<file path="config.mk">
export PLATFORM = sky130hd
export DESIGN_NAME = seg7_scan_decoder
export DESIGN_NICKNAME = d
export VERILOG_FILES = /design/src/rtl/seg7_scan_decoder.sv
export SDC_FILE = /design/constraint.sdc
export NUM_CORES = 1
export LEC_CHECK = 0
export ABC_AREA = 1
export BUFFER_PORTS_ARGS = -buffer_cell sky130_fd_sc_hd__buf_4
export CORE_ASPECT_RATIO = 0.5
export CORE_MARGIN = 3
export CORE_UTILIZATION = 60
export DETAILED_ROUTE_END_ITERATION = 10
export PLACE_DENSITY = 0.78
export REMOVE_ABC_BUFFERS = 1
export SKIP_CTS_REPAIR_TIMING = 1
export SLEW_MARGIN = 40
export SYNTH_ARGS = -nofsm -noshare
export SYNTH_HDL_FRONTEND = slang
export SYNTH_SLANG_ARGS = --single-unit
</file>
<file path="constraint.sdc">
create_clock -name clk -period 3 [get_ports clk]
set_input_delay 0.3 -clock clk [delete_from_list [all_inputs] [get_ports clk]]
set_output_delay 0.3 -clock clk [all_outputs]
set_load 0.02 [all_outputs]
</file>
<file path="src/rtl/seg7_scan_decoder.sv">
// Loopback receiver for a multiplexed 4-digit seven-segment bus: debounces each
// scanned digit, decodes it to a character code and publishes complete frames.
module seg7_scan_decoder #(
  parameter int unsigned SETTLE_CYCLES = 4
) (
  input  logic       clk,
  input  logic       reset,
  input  logic       an3,
  input  logic       an2,
  input  logic       an1,
  input  logic       an0,
  input  logic       a,
  input  logic       b,
  input  logic       c,
  input  logic       d,
  input  logic       e,
  input  logic       f,
  input  logic       g,
  input  logic       dp,
  output logic [4:0] char3,
  output logic [4:0] char2,
  output logic [4:0] char1,
  output logic [4:0] char0,
  output logic       dp3,
  output logic       dp2,
  output logic       dp1,
  output logic       dp0,
  output logic       frame_valid,
  output logic       frame_changed,
  output logic       glyph_err,
  output logic       select_err
);

  localparam logic [7:0] SETTLE = 8'(SETTLE_CYCLES);
  localparam logic [4:0] CODE_BLANK = 5'h10;
  localparam logic [4:0] CODE_UNKNOWN = 5'h1F;

  typedef enum logic [1:0] {
    ST_IDLE   = 2'd0,
    ST_SETTLE = 2'd1,
    ST_HELD   = 2'd2
  } state_t;

  function automatic logic [4:0] decode(input logic [6:0] s);
    case (s)
      7'h3F:   decode = 5'h00;
      7'h06:   decode = 5'h01;
      7'h5B:   decode = 5'h02;
      7'h4F:   decode = 5'h03;
      7'h66:   decode = 5'h04;
      7'h6D:   decode = 5'h05;
      7'h7D:   decode = 5'h06;
      7'h07:   decode = 5'h07;
      7'h7F:   decode = 5'h08;
      7'h6F:   decode = 5'h09;
      7'h77:   decode = 5'h0A;
      7'h7C:   decode = 5'h0B;
      7'h39:   decode = 5'h0C;
      7'h5E:   decode = 5'h0D;
      7'h79:   decode = 5'h0E;
      7'h71:   decode = 5'h0F;
      7'h00:   decode = CODE_BLANK;
      default: decode = CODE_UNKNOWN;
    endcase
  endfunction

  function automatic logic [1:0] sel_idx(input logic [3:0] s);
    case (s)
      4'b0010: sel_idx = 2'd1;
      4'b0100: sel_idx = 2'd2;
      4'b1000: sel_idx = 2'd3;
      default: sel_idx = 2'd0;
    endcase
  endfunction

  logic [3:0]       r_sel;
  logic [6:0]       r_seg;
  logic             r_dp;
  logic [11:0]      r_prev;
  logic [7:0]       r_cnt;
  logic             r_captured;
  state_t           r_state;
  state_t           w_state_next;
  logic [3:0]       r_mask;
  logic [3:0][4:0]  r_slot_char;
  logic [3:0]       r_slot_dp;
  logic [3:0][4:0]  r_out_char;
  logic [3:0]       r_out_dp;
  logic             r_frame_valid;
  logic             r_frame_changed;
  logic             r_glyph_err;
  logic             r_select_err;

  logic             w_any;
  logic             w_multi;
  logic             w_valid;
  logic             w_same;
  logic             w_sel_chg;
  logic [7:0]       w_cnt_next;
  logic             w_capture;
  logic [4:0]       w_code;
  logic [3:0][4:0]  w_slot_char;
  logic [3:0]       w_slot_dp;
  logic [3:0]       w_mask_next;
  logic             w_publish;

  always_ff @(posedge clk or posedge reset) begin
    if (reset) begin
      r_sel  <= 4'd0;
      r_seg  <= 7'd0;
      r_dp   <= 1'b0;
      r_prev <= 12'd0;
    end else begin
      r_sel  <= ~{an3, an2, an1, an0};
      r_seg  <= ~{g, f, e, d, c, b, a};
      r_dp   <= ~dp;
      r_prev <= {r_sel, r_seg, r_dp};
    end
  end

  always_comb begin
    w_any      = (r_sel != 4'd0);
    w_multi    = ((r_sel & (r_sel - 4'd1)) != 4'd0);
    w_valid    = w_any && !w_multi;
    w_same     = ({r_sel, r_seg, r_dp} == r_prev);
    w_sel_chg  = (r_sel != r_prev[11:8]);
    w_cnt_next = 8'd0;
    if (!w_valid || !w_same) begin
      w_cnt_next = 8'd0;
    end else if (r_cnt >= SETTLE) begin
      w_cnt_next = SETTLE;
    end else begin
      w_cnt_next = r_cnt + 8'd1;
    end
    w_capture = (r_state == ST_SETTLE) && w_valid && !r_captured && (w_cnt_next == SETTLE);
  end

  always_comb begin
    w_state_next = r_state;
    case (r_state)
      ST_IDLE: begin
        if (w_valid) w_state_next = ST_SETTLE;
        else         w_state_next = ST_IDLE;
      end
      ST_SETTLE: begin
        if (!w_valid)      w_state_next = ST_IDLE;
        else if (w_capture) w_state_next = ST_HELD;
        else               w_state_next = ST_SETTLE;
      end
      ST_HELD: begin
        if (!w_valid)     w_state_next = ST_IDLE;
        else if (!w_same) w_state_next = ST_SETTLE;
        else              w_state_next = ST_HELD;
      end
      default: w_state_next = ST_IDLE;
    endcase
  end

  // Slot update and frame completion; a capture on the last digit is folded into the publish.
  always_comb begin
    w_code      = decode(r_seg);
    w_slot_char = r_slot_char;
    w_slot_dp   = r_slot_dp;
    w_mask_next = r_mask;
    if (w_capture) begin
      w_slot_char[sel_idx(r_sel)] = w_code;
      w_slot_dp[sel_idx(r_sel)]   = r_dp;
      w_mask_next                 = r_mask | r_sel;
    end else begin
      w_mask_next = r_mask;
    end
    w_publish = w_capture && (w_mask_next == 4'hF);
  end

  always_ff @(posedge clk or posedge reset) begin
    if (reset) begin
      r_state         <= ST_IDLE;
      r_cnt           <= 8'd0;
      r_captured      <= 1'b0;
      r_mask          <= 4'd0;
      r_slot_char     <= {4{CODE_BLANK}};
      r_slot_dp       <= 4'd0;
      r_out_char      <= {4{CODE_BLANK}};
      r_out_dp        <= 4'd0;
      r_frame_valid   <= 1'b0;
      r_frame_changed <= 1'b0;
      r_glyph_err     <= 1'b0;
      r_select_err    <= 1'b0;
    end else begin
      r_state     <= w_state_next;
      r_cnt       <= w_cnt_next;
      r_slot_char <= w_slot_char;
      r_slot_dp   <= w_slot_dp;
      r_mask      <= w_publish ? 4'd0 : w_mask_next;
      if (w_sel_chg) r_captured <= 1'b0;
      else if (w_capture) r_captured <= 1'b1;
      else r_captured <= r_captured;
      if (w_publish) begin
        r_out_char      <= w_slot_char;
        r_out_dp        <= w_slot_dp;
        r_frame_changed <= ({w_slot_char, w_slot_dp} != {r_out_char, r_out_dp});
      end else begin
        r_frame_changed <= 1'b0;
      end
      r_frame_valid <= w_publish;
      r_glyph_err   <= w_capture && (w_code == CODE_UNKNOWN);
      r_select_err  <= w_multi;
    end
  end

  assign char3         = r_out_char[3];
  assign char2         = r_out_char[2];
  assign char1         = r_out_char[1];
  assign char0         = r_out_char[0];
  assign dp3           = r_out_dp[3];
  assign dp2           = r_out_dp[2];
  assign dp1           = r_out_dp[1];
  assign dp0           = r_out_dp[0];
  assign frame_valid   = r_frame_valid;
  assign frame_changed = r_frame_changed;
  assign glyph_err     = r_glyph_err;
  assign select_err    = r_select_err;

endmodule

</file>
==> reports/results.ini <==
[status]
status=finished clean

[die]
die_area_um2=9073
ios=42
core_area_um2=7487
die_x_um=131.7
die_h_um=68.87
initial_core_util_pct=63.35
rows=22

[final_layout]
final_common_cell=nand2_1
final_cell_area_um2=5545
syn2layout_area_growth_pct=16.91
fin_cells=827
drive_above_1_share_pct=13.49
nNetsFinal=730
utilization_pct=74.06
n_antenna_cell=0
layout_common_cells=nand2_1 (228), inv_1 (120), dfrtp_1 (82), nor2_1 (54), nand3_1 (52)

[timing]
fin_setup_tns_ps=0
period_minus_slack_ps=2647
slew_violations=0
finalClockSkew_ps=7.522
finalHoldViolations=0
fmax_mhz=377.8
slew_headroom_pct=60.63
tightest_slew_ps=590.5
post-route-period-util_pct=88.23
setup_viol=0

[grt]
grt_pass1_wl_um=17600
gr-usage-all-layers_pct=24.72
first_global_vias=3808
grt_overflow=0
grt_max_degree=51
antenna_found_initial=0

[setup_path]
cp.arrival_ps=2890
worstSetupPathType=flip-flop to flip-flop
startpoint=r_sel[1]$_DFF_PP0_
required_ps=3250
crit_top_cell=nand2_1
crit_chain=inv_2 > nand2_1 > nand2_1 > nor2_1 > nand2_1 > nor2_4 > nand3_4 > nor2_8 > nand3_2 > nor2_4 > buf_6 > a21oi_1 > nor2_1 > nand3_1 > buf_12 > o21ai_0
start_kind=flip-flop
rr_startpoint=r_sel[1]$_DFF_PP0_
end_kind=flip-flop
slowest_delay_ps=470
critPathSlowestCell=dfrtp_1
crit_fanout=50

[routing]
drtIter0Drc=354
wl_met2_um=4779
vias=4130
viasPerCell=4.994
first_pass_iters=5
detail_route.wirelength_um=10530
met1_length_um=5063
wl_per_cell_um=12.73
drtAntennaViolNets=0
route.met3.wl_um=512
route.detailed.drc=0
highest_layer=met4

[clock_tree]
worst_skew_pair.late_latency_ps=340
cts_tree=built
htreeDepth=3
cts_buffer_depth=2
cts_buffers=9
cts.sink_count=91
root_buffer=clkbuf_16
cts.reportedPaths.clkPinSlew_ps=60

[logic_synthesis]
syn_inst=656
yosysTopAreaCell=dfrtp_1
synth_warnings=0
syn_avg_cell_area_um2=7.231
synth_cell_types=30
yosysTopAreaCellShare_pct=43.79
netlist_area_um2=4743
synth.area.top_cells=dfrtp_1 (44%), nand2_1 (18%), inv_1 (9.7%)
synth-seq-cells=91
synth-seq-area-share_pct=48.22

[place]
portBuffers=41
placed_area_um2=5240
dpl.cell_count=809
hpwl_um=7383
gp_congestion=0.9118

[power_and_ir_drop]
max-vdd-ir-drop_v=0.0002955
p_total_uw=2476
power.leakage_uw=0.003153
cellPowerDensity_nw_per_um2=446.5

[worst_hold_path]
hold_class=input port to async pin

[run]
maxCapViolations=0

## critical path: cells and delay by family, from the launching register on
family / cells / cell delay (ps)
AOI/OAI and AO/OA: 2 / 320
buffers and inverters: 3 / 490
DFF: 1 / 470
and+or+nand+nor: 11 / 1260
## synthesized netlist by cell type
cell type,count
inv_1,122
nor3_2,2
nor3_1,4
dfstp_2,8
a21boi_0,1
conb_1,1
nor2_2,1
nand3_2,2
nor2_4,2
buf_4,1
buf_6,4
nand3_4,1
nor2_8,1
buf_2,3
nand4_1,8
nand3b_1,7
o31ai_1,1
a21oi_1,4
ha_1,2
or2_2,1
o21ai_1,18
xnor2_1,2
inv_2,6
o21ai_0,31
nand2_1,228
nor2_1,56
a22oi_1,1
nand3_1,53
clkbuf_1,2
dfrtp_1,83
## report_power, final
group	total [µW]	switching, µW	internal [µW]
sequential	1270	22.3	1250
clock	1040	455	583
combinational	163	110	53.7
total	2480	587	1890
## layer usage
metal | global-route usage, % | vias to the layer above
met2 | 40.38 | 100
met1 | 33.10 | 1905
met3 | 6.377 | 20
li1 | - | 2105
met5 | 0 | -
met4 | 8.115 | 0
## stage by stage
stage          setup slack, ps  hold slack (ps)
2_1_floorplan           -134.4            359.4
3_3_place_gp             337.7            437.0
3_5_place_dp             323.5            437.3
4_1_cts                  251.5            83.36
5_1_grt                -0.3317            66.10
6_report                 353.1            27.53
## layout make-up
| type | instances | area, µm² |
|---|---|---|
| flip-flops and latches | 91 | 2288 |
| fillers | 590 | 1942 |
| multi-input cells | 431 | 1926 |
| inverters | 128 | 483.0 |
| repair buffers | 53 | 439.2 |
| clock buffers | 12 | 246.5 |
| well taps | 108 | 135.1 |
| clock inverters | 4 | 27.53 |
## path summary, 6_finish.rpt
| path | endpoint | cells after the start | slack (ps) |
|---|---|---|---|
| worst max-delay path | char2[2]$_DFFE_PP0P_ | 16 | 350 |
| worst min-delay path | r_seg[1]$_DFF_PP0_ | 2 | 30 |
| worst max register to register | char2[2]$_DFFE_PP0P_ | 16 | 350 |
| worst min register to register | r_prev[8]$_DFF_PP0_ | 0 | 470 |
| max in group asynchronous | r_slot_char[19]$_DFF_PP1_ | 3 | 2270 |
| min in group clk | r_dp$_DFF_PP0_ | 2 | 90 |
## logic make-up after synthesis
kind of cell	Yosys count	share of synthesized area [%]
buf+inv	138	11.71
other cells	1	0.07906
simple gates	366	33.03
compound gates	56	6.067
fa+ha+maj	2	0.5275
xor+xnor	2	0.3694
flops	91	48.22
## flip-flops by register name, summed over array words and instances (netlist names), 2 cells and up
register and cells:
char3 5, r_out_dp 4, r_seg 7, r_prev 12, r_mask 4, r_state 2, r_sel 4, char0 5
r_slot_dp 4, r_cnt 8, char2 5, r_slot_char 20, char1 5
Power figures use the tool's default switching activity.
